--- src/rtl/context_event_reporter.sv ---
// Sticky TX event latch and fixed-priority trigger source for the VITA context packet generator.
// Holds the selected event's body/time/seqnum steady until the generator signals done.
module context_event_reporter #(
  parameter logic [31:0] SID_DEFAULT = 32'h0,
  parameter bit          REPORT_ACK  = 1'b1
) (
  input  logic        clk,
  input  logic        reset,
  input  logic        clear,
  input  logic [31:0] set_sid,
  input  logic        set_sid_stb,
  input  logic        ev_late,
  input  logic        ev_seqerr,
  input  logic        ev_underrun,
  input  logic        ev_ack,
  input  logic [11:0] ev_seqnum,
  input  logic [63:0] vita_time,
  output logic        trigger,
  output logic [11:0] seqnum,
  output logic [31:0] sid,
  output logic [63:0] body,
  output logic [63:0] pkt_time,
  input  logic        done,
  output logic [15:0] dropped
);

  localparam logic [1:0] ST_IDLE = 2'd0;
  localparam logic [1:0] ST_TRIG = 2'd1;
  localparam logic [1:0] ST_WAIT = 2'd2;

  // Slot index doubles as priority: 0 = LATE (highest) .. 3 = ACK (lowest).
  function automatic logic [31:0] ev_code(input logic [1:0] idx);
    case (idx)
      2'd0:    return 32'h8;
      2'd1:    return 32'h4;
      2'd2:    return 32'h2;
      default: return 32'h1;
    endcase
  endfunction

  function automatic logic [15:0] sat_add(input logic [15:0] a, input logic [2:0] n);
    logic [16:0] s;
    s = {1'b0, a} + {14'd0, n};
    return s[16] ? 16'hFFFF : s[15:0];
  endfunction

  logic [1:0]  state;
  logic [3:0]  pend;
  logic [1:0]  sel;
  logic [63:0] slot_time [4];
  logic [11:0] slot_seq  [4];

  logic [3:0]  strb;
  logic [3:0]  reload;
  logic [3:0]  drop;
  logic [2:0]  n_drop;
  logic [3:0]  pend_nxt;
  logic [1:0]  pick;
  logic        served_done;

  always_comb begin
    strb        = {ev_ack & REPORT_ACK, ev_underrun, ev_seqerr, ev_late};
    served_done = (state == ST_WAIT) && done;
    reload      = '0;
    drop        = '0;
    n_drop      = '0;
    for (int i = 0; i < 4; i++) begin
      // A strobe on the slot being retired this cycle re-arms it instead of coalescing.
      reload[i] = served_done && (sel == i[1:0]) && strb[i];
      drop[i]   = strb[i] && pend[i] && !reload[i];
      n_drop    = n_drop + {2'd0, drop[i]};
    end
    pend_nxt = pend;
    if (served_done) pend_nxt[sel] = 1'b0;
    pend_nxt = pend_nxt | strb;
    if (pend[0])      pick = 2'd0;
    else if (pend[1]) pick = 2'd1;
    else if (pend[2]) pick = 2'd2;
    else              pick = 2'd3;
  end

  assign trigger = (state == ST_TRIG);

  always_ff @(posedge clk) begin
    for (int i = 0; i < 4; i++) begin
      if (strb[i] && (!pend[i] || reload[i])) begin
        slot_time[i] <= vita_time;
        slot_seq[i]  <= ev_seqnum;
      end
    end
  end

  always_ff @(posedge clk or posedge reset) begin
    if (reset) begin
      state    <= ST_IDLE;
      pend     <= '0;
      sel      <= '0;
      seqnum   <= '0;
      sid      <= SID_DEFAULT;
      body     <= '0;
      pkt_time <= '0;
      dropped  <= '0;
    end else if (clear) begin
      state    <= ST_IDLE;
      pend     <= '0;
      sel      <= '0;
      seqnum   <= '0;
      sid      <= SID_DEFAULT;
      body     <= '0;
      pkt_time <= '0;
      dropped  <= '0;
    end else begin
      pend    <= pend_nxt;
      dropped <= sat_add(dropped, n_drop);
      case (state)
        ST_IDLE: begin
          if (set_sid_stb) sid <= set_sid;
          if (|pend) begin
            sel      <= pick;
            body     <= {ev_code(pick), 20'd0, slot_seq[pick]};
            pkt_time <= slot_time[pick];
            state    <= ST_TRIG;
          end
        end
        ST_TRIG: state <= ST_WAIT;
        ST_WAIT: begin
          if (done) begin
            seqnum <= seqnum + 12'd1;
            state  <= ST_IDLE;
          end
        end
        default: state <= ST_IDLE;
      endcase
    end
  end

endmodule
--- config.mk ---
export PLATFORM = sky130hd
export DESIGN_NAME = context_event_reporter
export DESIGN_NICKNAME = d
export VERILOG_FILES = /design/src/rtl/context_event_reporter.sv
export SDC_FILE = /design/constraint.sdc
export NUM_CORES = 1
export LEC_CHECK = 0
export CORE_ASPECT_RATIO = 1.2
export CORE_MARGIN = 2
export CORE_UTILIZATION = 35
export CTS_CLUSTER_DIAMETER = 100
export DETAILED_ROUTE_END_ITERATION = 10
export RECOVER_POWER = 25
export SYNTH_ARGS = -nofsm -noshare
export SYNTH_HDL_FRONTEND = slang
export SYNTH_SLANG_ARGS = --single-unit
--- constraint.sdc ---
create_clock -name clk -period 8.75 [get_ports clk]
set_input_delay 1.75 -clock clk [delete_from_list [all_inputs] [get_ports clk]]
set_output_delay 1.75 -clock clk [all_outputs]
set_load 0.05 [all_outputs]
==> flow_summary_export.csv <==
group,metric,value,unit
global_routing,global_route.overflow_total,0,
clock_network,clock_tree.htree_level_count,2,
yosys,yosys.cell_count.top_type,"edfxtp_1",
power,ir_drop,0.232,mV
finish,area_growth,26.7,%
drt,drt_first_iter_violations,618,
sta,timing_max_transition_violations_final,0,
yosys,synth_largest_area_cell,"edfxtp_1",
yosys,synth_top_area_share,0.526,
yosys,synthesis.yosys.warnings,0,
worst_setup_path,worst_setup_path_start_kind,"input pin",
global_routing,wire_length_of_the_first_global_routing_pass,64.6,mm
sta,worst_pin_slew,1.31,ns
worst_setup_path,required,9.24,ns
sta,post-route-period-util,0.581,
yosys,post_synth_most_frequent_cells,"304 x edfxtp_1, 148 x dfrtp_1, 100 x nor2_1, 94 x nand2_1, 80 x o21ai_0",
global_routing,initial_antenna_violation_count,8,
worst_setup_path,timing.rr.start,"pend[0]",
worst_setup_path,kind_of_end_point_of_the_critical_path,"register",
placement,routabilityCongestion,0.790,
power,power.density,254,nW/um^2
worst_setup_path,worst-path-max-fanout,13,
drt,wirelength,42.9,mm
power,seqPwrFrac,0.456,
power,total_net_switching_power,1520,uW
status,status,"completed",
yosys,netlist_area,17400,um^2
finish,fin_cells,2086,
yosys,post_synth_num_cell_types,53,
global_routing,grt_usage,0.164,
sta,rsz0062_at_grt,"no",
power,swShare,0.273,
yosys,number_of_flops_mapped_to_enable_cells_by_yosys,304,
drt,vias_per_cell,5.14,
clock_network,post-cts-setup-buffer-count,0,
power,p_int,4050,uW
clock_network,numClockSinks,452,
floorplanning,die_y,248,um
global_routing,grt_start_max_net_pins,101,
yosys,syn_area_per_cell,14.8,um^2
yosys,ys_ff_latch,452,
sta,post-route-min-period,5.08,ns
clock_network,cts_tree,"yes",
drt,drc,0,
drt,vias,10700,
floorplanning,design.core.area,49100,um^2
finish,drive_above_1_share,0.0788,
sta,fin_worst_skew,0.0152,ns
yosys,netlist_top_cells_area,"edfxtp_1 53%, dfrtp_1 21%, a221o_1 4.0%",
floorplanning,std_cell_rows,89,
power,pwr-share-clk,0.384,
clock_network,cts-hold-fix-buffers,0,
worst_setup_path,critPathKind,"in -> reg",
sta,finalSetupViolCount,0,
min_path,worstHoldStart,"sid[24]",
power,power.leakage,0.00807,uW
clock_network,clkSlewWorstSetupHoldPaths,0.06,ns
clock_network,clock_tree.buffer_depth,3,
floorplanning,initial_utilization,0.353,
clock_network,clockRootBuffer,"clkbuf_16",
worst_setup_path,crit_start,"done",
yosys,commonest_register_cell_after_synthesis,"edfxtp_1",
yosys,synth-async-reset-ratio,0.327,
global_routing,via_count_of_the_first_global_routing_pass,10800,
sta,report.final.hold_viol_count,0,
min_path,holdCritPathClass,"reg -> reg",
clock_network,post_cts_resized,0,
clock_network,clkLatencyLatePin,0.57,ns
floorplanning,dieArea,51400,um^2
yosys,netlist_instances,1170,
placement,placedCellCount,1998,
flow_run,cap_viol_max_count,0,
floorplanning,floorplan.die.width,207,um
sta,totalNegativeSetupSlack,0,ns
sta,maxClockFrequency,197,MHz
drt,detail_route.wl_per_cell,20.6,um
placement,port_buffers,257,
power,comb_power_share,0.160,
finish,layout.nets,1532,
drt,drtAntennaViolNets,0,
sta,slew-limit-headroom,0.123,
placement,dp_hpwl,25.2,mm
floorplanning,ios,306,
clock_network,cts_buffers,47,
drt,first_pass_iters,5,
yosys,synth_sequential_area_ratio,0.739,
worst_setup_path,critPathArrivalTime,5.57,ns
[layer usage]
layer	vias to the layer above	GRT usage	share of wire	wire length (um)
li1	4882	-	-	-
met1	5432	0.204	0.41	17700
met2	316	0.289	0.51	21900
met3	74	0.0328	0.051	2190
met4	8	0.0513	0.024	1050
met5	-	0	0.00093	40
[layout by cell type, fill, tap and decap left out, drive strengths merged, types with 22 or more instances in the layout]
cell / netlist / final
clkdlybuf4s50: 0 / 189
edfxtp: 304 / 304
dlygate4sd3: 0 / 67
a311oi: 71 / 71
nor2: 101 / 101
conb: 1 / 48
dfrtp: 148 / 148
a221o: 70 / 70
a21oi: 22 / 22
a22o: 32 / 32
clkbuf: 42 / 56
o21ai: 80 / 80
nand2: 94 / 94
[worst paths after layout]
| kind | to | slack [ns] | cells past startpoint |
|---|---|---|---|
| max | dropped[11] | 3.67 | 12 |
| max in group asynchronous | pend[1] | 5.46 | 3 |
| min | sid[24] | 0.50 | 1 |
| min reg2reg | sid[24] | 0.50 | 1 |
| max reg2reg | dropped[11] | 4.77 | 10 |
| min in group asynchronous | sid[4] | 1.75 | 2 |
[power by group through the flow]
stage                     combinational, uW  sequential, uW  clock, uW
after floorplan                         347            2820          0
after global placement                  902            2580          0
after detailed placement                908            2590          0
after CTS                               911            2550       2200
after global routing                    953            2560       2280
final                                   891            2540       2140
[cell type report]
type	instances	area [um^2]
clock buffer	56	1250
tap	637	797
inverter	11	46.3
fill	4324	27100
clock inverter	30	410
multi-input combinational	625	3950
sequential	452	12800
antenna	2	5.00
timing repair buffer	273	2690
[cells by family after synthesis]
kind of cell	synth area share
AO/OA/AOI/OAI	0.130
XOR/XNOR	0.00909
adder cells (fa/ha/maj)	0.00490
buffers and inverters	0.0451
flip-flops	0.739
multiplexers	0.00757
other	0.000216
AND/OR/NAND/NOR	0.0635
[sequential cells by signal, indices dropped and copies added (netlist names)]
signal     flops
dropped       16
sid           32
seqnum        12
sel            2
slot_time    256
slot_seq      48
state          2
body          16
pend           4
pkt_time      64
[critical path, stage by stage]
cell	delay (ns)
clkdlybuf4s50_1	0.53
nand3b_1	0.22
o31ai_1	0.37
or2_2	0.19
fa_1	0.44
fa_1	0.45
inv_1	0.08
fa_1	0.24
nand4_1	0.20
nor3_2	0.36
nand3_1	0.46
a31oi_1	0.28
[stage by stage]
stage / utilization / total power [uW] / setup WS, ns / cell area [um^2] / hold slack (ns)
5_1_grt: 0.448 / 5790 / 3.38 / 22000 / 0.522
6_report: 0.448 / 5580 / 3.67 / 22000 / 0.503
3_3_place_gp: 0.414 / 3480 / 3.15 / 20300 / 0.487
4_1_cts: 0.448 / 5650 / 3.67 / 22000 / 0.508
2_1_floorplan: - / 3170 / 2.62 / 17500 / 0.513
3_5_place_dp: 0.414 / 3500 / 3.05 / 20300 / 0.491
No activity file was read; power rests on OpenSTA's default activity.
